==> src/rtl/mbist_march_ctrl.sv <==
// ---------------------------------------------------------------------------
// mbist_march_ctrl
//
// March C- memory BIST engine. Drives one memory operation per clock and
// checks read data returned through the memory's 2-cycle read pipeline.
// The memory registers wdata one cycle before it uses it, so wdata is always
// driven one cycle ahead of the matching address/write_read.
//
// March sequence (Z = all zeros, O = all ones):
//   E0 up(w Z)  E1 up(r Z, w O)  E2 up(r O, w Z)
//   E3 dn(r Z, w O)  E4 dn(r O, w Z)  E5 up(r Z)
//
// Ports:
//   clk, rst        clock, synchronous active-high reset
//   start           begin a test (honoured only in IDLE or DONE)
//   busy, done      run in progress / test finished (level)
//   fail            mismatch seen (valid with done)
//   fail_addr       address of the first mismatch
//   fail_element    march element (0..5) of the first mismatch
//   fail_data       read data captured at the first mismatch
//   write_read      to memory, 1 = write, 0 = read
//   address         to memory
//   wdata           to memory, leads address/write_read by one cycle
//   rdata           from memory, valid two cycles after the read
// ---------------------------------------------------------------------------
module mbist_march_ctrl #(
  parameter int DATA_WIDTH = 8,
  parameter int ADDR_WIDTH = 4,
  parameter int CAPACITY   = 15
) (
  input  logic                  clk,
  input  logic                  rst,
  input  logic                  start,
  output logic                  busy,
  output logic                  done,
  output logic                  fail,
  output logic [ADDR_WIDTH-1:0] fail_addr,
  output logic [2:0]            fail_element,
  output logic [DATA_WIDTH-1:0] fail_data,
  output logic                  write_read,
  output logic [ADDR_WIDTH-1:0] address,
  output logic [DATA_WIDTH-1:0] wdata,
  input  logic [DATA_WIDTH-1:0] rdata
);

  typedef enum logic [1:0] {
    IDLE  = 2'd0,
    RUN   = 2'd1,
    DRAIN = 2'd2,
    DONE  = 2'd3
  } state_t;

  localparam logic [ADDR_WIDTH-1:0] LAST_ADDR  = ADDR_WIDTH'(CAPACITY);
  localparam logic [ADDR_WIDTH-1:0] FIRST_ADDR = '0;
  localparam logic [ADDR_WIDTH-1:0] ADDR_ONE   = ADDR_WIDTH'(1);
  localparam logic [DATA_WIDTH-1:0] ZEROS      = '0;
  localparam logic [DATA_WIDTH-1:0] ONES       = '1;

  // E3 and E4 walk the address space downwards.
  function automatic logic is_down(input logic [2:0] e);
    return (e == 3'd3) || (e == 3'd4);
  endfunction

  // E1..E4 carry a read followed by a write on each address.
  function automatic logic has_pair(input logic [2:0] e);
    return (e >= 3'd1) && (e <= 3'd4);
  endfunction

  // Phase 0 of a paired element is the read, phase 1 the write.
  function automatic logic is_write(input logic [2:0] e, input logic ph);
    return (e == 3'd0) ? 1'b1 : ((e == 3'd5) ? 1'b0 : ph);
  endfunction

  // Write data for writes, expected data for reads.
  function automatic logic [DATA_WIDTH-1:0] op_value(input logic [2:0] e, input logic ph);
    if (is_write(e, ph)) return ((e == 3'd1) || (e == 3'd3)) ? ONES : ZEROS;
    return ((e == 3'd2) || (e == 3'd4)) ? ONES : ZEROS;
  endfunction

  state_t                  state;
  logic [1:0]              drain_cnt;

  // Pointer to the op that will be placed on address/write_read next edge.
  logic [2:0]              elem;
  logic [ADDR_WIDTH-1:0]   ptr_addr;
  logic                    phase;

  logic [2:0]              nxt_elem;
  logic [ADDR_WIDTH-1:0]   nxt_addr;
  logic                    nxt_phase;
  logic                    last_op;
  logic [DATA_WIDTH-1:0]   nxt_wdata;

  // Read bookkeeping aligned with the op currently on the bus, then two
  // stages that follow the memory read pipeline.
  logic                    cur_valid;
  logic [DATA_WIDTH-1:0]   cur_exp;
  logic [2:0]              cur_elem;
  logic                    s1_valid, s2_valid;
  logic [DATA_WIDTH-1:0]   s1_exp, s2_exp;
  logic [ADDR_WIDTH-1:0]   s1_addr, s2_addr;
  logic [2:0]              s1_elem, s2_elem;

  logic                    mismatch;

  assign mismatch = s2_valid && (rdata != s2_exp);

  // Successor of the pointed-to op; elements end exactly on their end
  // address, so the address counter never wraps.
  always_comb begin
    nxt_elem  = elem;
    nxt_addr  = ptr_addr;
    nxt_phase = 1'b0;
    last_op   = (elem == 3'd5) && (ptr_addr == LAST_ADDR);
    if (has_pair(elem) && !phase) begin
      nxt_phase = 1'b1;
    end else if (ptr_addr == (is_down(elem) ? FIRST_ADDR : LAST_ADDR)) begin
      nxt_elem = elem + 3'd1;
      nxt_addr = is_down(elem + 3'd1) ? LAST_ADDR : FIRST_ADDR;
    end else if (is_down(elem)) begin
      nxt_addr = ptr_addr - ADDR_ONE;
    end else begin
      nxt_addr = ptr_addr + ADDR_ONE;
    end
    // Reads carry no data; after the final op the bus returns to zero.
    nxt_wdata = (!last_op && is_write(nxt_elem, nxt_phase)) ?
                op_value(nxt_elem, nxt_phase) : ZEROS;
  end

  always_ff @(posedge clk) begin
    if (rst) begin
      state        <= IDLE;
      drain_cnt    <= 2'd0;
      busy         <= 1'b0;
      done         <= 1'b0;
      fail         <= 1'b0;
      fail_addr    <= '0;
      fail_element <= 3'd0;
      fail_data    <= '0;
      write_read   <= 1'b0;
      address      <= '0;
      wdata        <= '0;
      elem         <= 3'd0;
      ptr_addr     <= '0;
      phase        <= 1'b0;
      cur_valid    <= 1'b0;
      cur_exp      <= '0;
      cur_elem     <= 3'd0;
      s1_valid     <= 1'b0;
      s1_exp       <= '0;
      s1_addr      <= '0;
      s1_elem      <= 3'd0;
      s2_valid     <= 1'b0;
      s2_exp       <= '0;
      s2_addr      <= '0;
      s2_elem      <= 3'd0;
    end else begin
      s1_valid <= cur_valid;
      s1_exp   <= cur_exp;
      s1_addr  <= address;
      s1_elem  <= cur_elem;
      s2_valid <= s1_valid;
      s2_exp   <= s1_exp;
      s2_addr  <= s1_addr;
      s2_elem  <= s1_elem;

      if (mismatch && !fail) begin
        fail         <= 1'b1;
        fail_addr    <= s2_addr;
        fail_element <= s2_elem;
        fail_data    <= rdata;
      end
      // After a mismatch the reads still in flight are meaningless.
      if (mismatch) begin
        s1_valid <= 1'b0;
        s2_valid <= 1'b0;
      end

      case (state)
        IDLE, DONE: begin
          write_read <= 1'b0;
          address    <= '0;
          wdata      <= '0;
          cur_valid  <= 1'b0;
          if (start) begin
            state        <= RUN;
            busy         <= 1'b1;
            done         <= 1'b0;
            fail         <= 1'b0;
            fail_addr    <= '0;
            fail_element <= 3'd0;
            fail_data    <= '0;
            elem         <= 3'd0;
            ptr_addr     <= FIRST_ADDR;
            phase        <= 1'b0;
            // First RUN cycle only presents the data for op 0.
            wdata        <= op_value(3'd0, 1'b0);
          end
        end

        RUN: begin
          if (mismatch) begin
            // Stop issuing; two more cycles let the memory pipeline settle.
            state      <= DRAIN;
            drain_cnt  <= 2'd1;
            write_read <= 1'b0;
            address    <= '0;
            wdata      <= '0;
            cur_valid  <= 1'b0;
          end else begin
            write_read <= is_write(elem, phase);
            address    <= ptr_addr;
            wdata      <= nxt_wdata;
            cur_valid  <= !is_write(elem, phase);
            cur_exp    <= op_value(elem, phase);
            cur_elem   <= elem;
            elem       <= nxt_elem;
            ptr_addr   <= nxt_addr;
            phase      <= nxt_phase;
            if (last_op) begin
              state     <= DRAIN;
              drain_cnt <= 2'd0;
            end
          end
        end

        DRAIN: begin
          // Count 0 covers the cycle the final op is on the bus; counts 1
          // and 2 let its read return and be compared.
          write_read <= 1'b0;
          address    <= '0;
          wdata      <= '0;
          cur_valid  <= 1'b0;
          if (drain_cnt == 2'd2) begin
            state <= DONE;
            busy  <= 1'b0;
            done  <= 1'b1;
          end else begin
            drain_cnt <= drain_cnt + 2'd1;
          end
        end

        default: state <= IDLE;
      endcase
    end
  end

endmodule

==> config.mk <==
export PLATFORM = sky130hd
export DESIGN_NAME = mbist_march_ctrl
export DESIGN_NICKNAME = d
export VERILOG_FILES = /design/src/rtl/mbist_march_ctrl.sv
export SDC_FILE = /design/constraint.sdc
export NUM_CORES = 1
export LEC_CHECK = 0
export CAP_MARGIN = 5
export CORE_ASPECT_RATIO = 0.7
export CORE_MARGIN = 8
export CORE_UTILIZATION = 53
export DETAILED_ROUTE_END_ITERATION = 6
export PLACE_DENSITY = 0.8
export SETUP_SLACK_MARGIN = 0.05
export SYNTH_ARGS = -nofsm -noshare
export SYNTH_HDL_FRONTEND = slang
export SYNTH_SLANG_ARGS = --single-unit
==> constraint.sdc <==
create_clock -name clk -period 2.7 [get_ports clk]
set_clock_uncertainty 0.1 [all_clocks]
set_input_delay 0.405 -clock clk [delete_from_list [all_inputs] [get_ports clk]]
set_output_delay 0.405 -clock clk [all_outputs]
set_load 0.01 [all_outputs]
# Word level (Yosys, flattened, before mapping)
# Cells that the tools add are included.
# word_totals
regBits,87
out_inout_bits,31
wordCells,157
# classes
add_sub_neg,4
magnitude_cmp,2
n_eq_ne,25
muxes,69
bitwise_logic,1
n_reduce_logical,31
# ops
cell,n
2-to-1 mux 8 bit,13
2-to-1 mux 4 bit,11
2-to-1 mux 3 bit,7
2-to-1 mux 1 bit,20
one-hot mux 4 bit (2 select lines),2
one-hot mux 8 bit (2 select lines),1
"== test 3 x 2 -> 1 bit, second input constant",5
"== test 3 bit, second input constant",5
2-to-1 mux 2 bit,7
AND reduction 3 bit,4
"inequality test 2 bit, second input constant",5
one-hot mux 1 bit (2 select lines),5
inequality test 8 bit,1
"== test 2 bit, second input constant",3
"== test 3 x 1 -> 1 bit, second input constant",2
logical AND 1 bit,6
zero test 3 bit,2
logical OR 1 bit,6
one-hot mux 2 bit (3 select lines),1
one-hot mux 3 bit (2 select lines),1
nonzero test 2 bit,3
"adder 4 x 1 -> 4 bit, second input constant",1
== test 4 bit,1
"== test 4 bit, second input constant",1
other kinds (15),19

# Longest topological paths before layout
# logic_depth
ltp_word,14
depth_mapped,10
mapped_depth_nobuf,10

# Least setup slack after synthesis
# Ideal clock, no wire load.
# synth_path
path_kind,register to register
startpoint,register elem[0]
endpoint,register elem[0]
setup_time_ns,0.121
arrival_ns,2.285
setup_slack_ns,0.193
path_stages_with_launch,10
n_path_buf,0
period_less_slack_ns,2.507
path_cell_list,dfxtp_1 -> inv_1 -> ha_1 -> mux2i_1 -> inv_2 -> ha_1 -> nand2_1 -> and2b_1 -> nand3_2 -> mux2_4
# synth_via
elab_chain_cells,8
# synth_lines
element,line_no,source
"start, declared",84,logic [2:0] elem;
"start signal, assigned",217,elem <= nxt_elem;
== test 3 x 2 -> 1 bit or == test 3 bit (tied branches),61,return (e == 3'd3) || (e == 3'd4);
logical OR 1 bit,61,
2-to-1 mux 4 bit,117,end else if (ptr_addr == (is_down(elem) ? FIRST_ADDR : LAST_ADDR)) begin
== test 4 bit,117,
2-to-1 mux 3 bit,117,
2-to-1 mux 3 bit (*),115,if (has_pair(elem) && !phase) begin
2-to-1 mux 3 bit (*),202,if (mismatch) begin
one-hot mux 3 bit (2 select lines) (*),179,case (state)
# Every way passes the cells marked *; elsewhere a longest branch is shown, timed or not. The select of a mux whose other input is x is not followed.
# A chain may end at the register's enable or synchronous reset.

# Worst setup path after layout
# layout_path
startpoint,register elem[0]
endpoint,register ptr_addr[3]
# layout_via
elab_chain_cells,8
# layout_lines
element,line_no,source
"adder 3 x 1 -> 3 bit, or another cell as far along",119,nxt_addr = is_down(elem + 3'd1) ? LAST_ADDR : FIRST_ADDR;
"== test 3 x 2 -> 1 bit, or another cell as far along",61,
logical OR 1 bit or 2-to-1 mux 4 bit (tied branches),"61, 117",
2-to-1 mux 4 bit or == test 4 bit (tied branches),"119, 117",
2-to-1 mux 4 bit,117,
2-to-1 mux 4 bit,115,
2-to-1 mux 4 bit,202,
one-hot mux 4 bit (2 select lines),179,
"end signal, assigned",218,ptr_addr <= nxt_addr;
"end, declared",85,logic [ADDR_WIDTH-1:0] ptr_addr;
# Parallel ways exist; a longest one is shown, timed or not. The select of a mux whose other input is x is not followed.

==> metrics.cfg <==
[sta]
setup-tns-final_ns=0
fin_crit_ns=2.51
maxSlewViolCount=0
hold_slack_ns=0.330
rsz0062_at_grt=no
max_freq_ghz=0.399
max_slew.worst_pin.slew_ns=0.543
setup_viol=0
hold_viol=0
maxSlewHeadroom_pct=63.6
period_share_pct=92.9

[global_route]
grt_pass1_wl_um=10200
grt-ovfl-total=0
grt_max_degree=24
grt_usage_pct=17.2
first_global_vias=2132
antenna_found_initial=0

[die]
start_util_pct=54.9
die_area_um2=7500
io-pin-count=42
core_um2=4780
die_h_um=74.9
placementRows=21
die_w_um=100

[route]
wirelength_um=6150
routedWlPerCell_um=14.9
drt_first_pass_iters=4
routed_via_density=5.36
vias=2218
antenna_left=0
drc=0
drt_iter0_markers=112

[pwr]
leakagePower_uw=0.00131
power_density_nw_per_um2=687
ir_drop_v=0.000356
finalPower_uw=2310

[layout]
layout.nets=365
fin_cells=414
area_delta_synth_final_pct=27.8
drive_above_1_share_pct=13.0
n_antenna_cell=0

[worst_setup_path]
start_kind=register
crit_path_start=elem[0]
cp.required_ns=2.81
worstReg2RegStart=elem[0]
cp-end-kind=register
rr_endpoint=ptr_addr[3]
critPathKind=register to register
r2r_slack_ns=0.19
worstSetupEndpoint=ptr_addr[3]
rr_worst_depth=10
path_max_fanout=5
cp.arrival_ns=2.62

[clocking]
cts_inserted_buffers=9
cts_sinks=59
clkLatencyLatePin_ns=0.35
cts-hold-fix-buffers=0
cts.repair.resized=0
cts_setup_buffers=0
h-tree-depth=3
cts_buffer_depth=2
tritoncts=built
root_buffer=clkbuf_8
clk_pin_slew_ns=0.07

[status]
status=complete, no violations

[synth]
ys.flop_type=dfxtp_1
yosysSeqAreaShare_pct=45.0
synthArstFlopShare_pct=0
synth.cell_area_um2=2630
synth-edff-count=0
ys_ff_latch=59
syn_area_per_cell_um2=9.06
yosysWarnings=0
syn_nets=315
synthesis.instances=290
ys_types=52

[placement]
gp_congestion=0.876
place_inst=398
hpwl_um=4290
numPortBuffers=41

[worst_hold_path]
min_path_type=register to register

[run]
cap_violations=0

[Yosys cell counts, drive strengths merged, types with 2 or more instances]
| library cell | instances | share of area [%] |
|---|---|---|
| dfxtp | 59 | 45 |
| a21oi | 28 | 5.3 |
| nand2 | 27 | 3.9 |
| nor2 | 22 | 3.1 |
| o21ai | 21 | 4.0 |
| nor2b | 20 | 4.8 |
| ha | 13 | 6.2 |
| buf | 12 | 3.6 |
| inv | 12 | 1.7 |
| nor3 | 7 | 1.3 |
| mux2i | 6 | 2.3 |
| clkbuf | 5 | 0.71 |
| or2 | 5 | 1.2 |
| and3 | 4 | 0.95 |
| nand3 | 4 | 1.1 |
| and2 | 3 | 0.71 |
| nand2b | 3 | 0.71 |
| nand4 | 3 | 0.71 |
| a211oi | 2 | 0.57 |
| a21boi | 2 | 0.57 |
| a21o | 2 | 0.57 |
| a32o | 2 | 0.76 |
| nor4 | 2 | 1.0 |
| o21a | 2 | 0.57 |
| o22ai | 2 | 0.48 |
| o2bb2ai | 2 | 0.67 |
| o311a | 2 | 0.76 |
| o32ai | 2 | 0.67 |
| or4 | 2 | 0.71 |
[where the power goes]
part / switching (uW) / internal [uW] / total, uW
sequential: 36.9 / 907 / 943
clock: 362 / 544 / 906
combinational: 279 / 179 / 458
[critical path: stages, from the launching register on]
cell and delay [ns]:
dfxtp_1 0.31, buf_4 0.15, ha_1 0.25, mux2i_2 0.24
inv_2 0.10, ha_1 0.38, nand2_1 0.14, a21oi_1 0.21
a21oi_1 0.10, o32ai_1 0.26, o32ai_1 0.13
[per-layer routing]
| metal | wire length (um) | GRT usage, % | vias up |
|---|---|---|---|
| li1 | - | - | 1096 |
| met1 | 2910 | 21.1 | 1043 |
| met2 | 2720 | 27.0 | 70 |
| met3 | 432 | 6.56 | 9 |
| met4 | 80 | 6.67 | 0 |
| met5 | 0 | 0 | - |
[sequential cells by signal (all words and copies together), names as in the netlist, 2 cells and up]
name / count
fail_addr: 4
s1_elem: 3
cur_elem: 3
ptr_addr: 4
s2_addr: 4
s1_addr: 4
address: 4
drain_cnt: 2
fail_element: 3
fail_data: 8
state: 2
elem: 3
s2_elem: 3
[metrics by stage]
stage / instance area, um2 / util [%] / setup WS (ns)
6_report: 3360 / 70.2 / 0.192
2_1_floorplan: 2630 / - / 0.193
3_5_place_dp: 3120 / 65.3 / 0.0607
3_3_place_gp: 3120 / 65.3 / 0.113
4_1_cts: 3350 / 70.0 / 0.154
5_1_grt: 3360 / 70.2 / 0.0501
[how the worst min path moves through the flow]
stage | from | endpoint | slack (ns) | depth (start not counted)
5_1_grt | s1_exp[6] | s2_exp[6] | 0.35 | 1
3_5_place_dp | s1_exp[6] | s2_exp[6] | 0.32 | 1
6_report | s2_elem[0] | fail_element[0] | 0.33 | 2
3_3_place_gp | s1_exp[6] | s2_exp[6] | 0.32 | 1
4_1_cts | s2_elem[0] | fail_element[0] | 0.33 | 2
2_1_floorplan | s1_addr[0] | s2_addr[0] | 0.31 | 1
[layout make-up]
| cell class | count | area (um2) |
|---|---|---|
| clock buffer | 10 | 138 |
| clock inverter | 6 | 88.8 |
| fill | 388 | 1430 |
| inverter | 12 | 45.0 |
| multi-input combinational | 202 | 1290 |
| sequential | 59 | 1180 |
| tap | 69 | 86.3 |
| timing repair buffer | 56 | 523 |
[kinds of logic after synthesis]
kind of cell / after synthesis / synth area share, %
AND/OR/NAND/NOR: 107 / 21.8
AO/OA/AOI/OAI: 72 / 16.8
flip-flops: 59 / 45.0
buffers and inverters: 29 / 6.05
adder cells (fa/ha/maj): 14 / 6.95
multiplexers: 7 / 2.86
XOR/XNOR: 2 / 0.667
[cells in the final DEF, fill, tap and decap left out, types with 3 or more instances in the layout]
cell type,instances
buf_4,15
inv_1,11
clkbuf_8,10
nor3_1,7
ha_1,13
and3_1,4
o21ai_1,6
o21ai_0,15
nor2_1,22
nand2_1,27
nor2b_1,20
dfxtp_1,59
nand2b_1,3
or2_2,4
and2_1,3
a21oi_1,27
mux2i_1,5
clkdlybuf4s50_1,41
nand4_1,3
(Power assumes the default switching activity.)
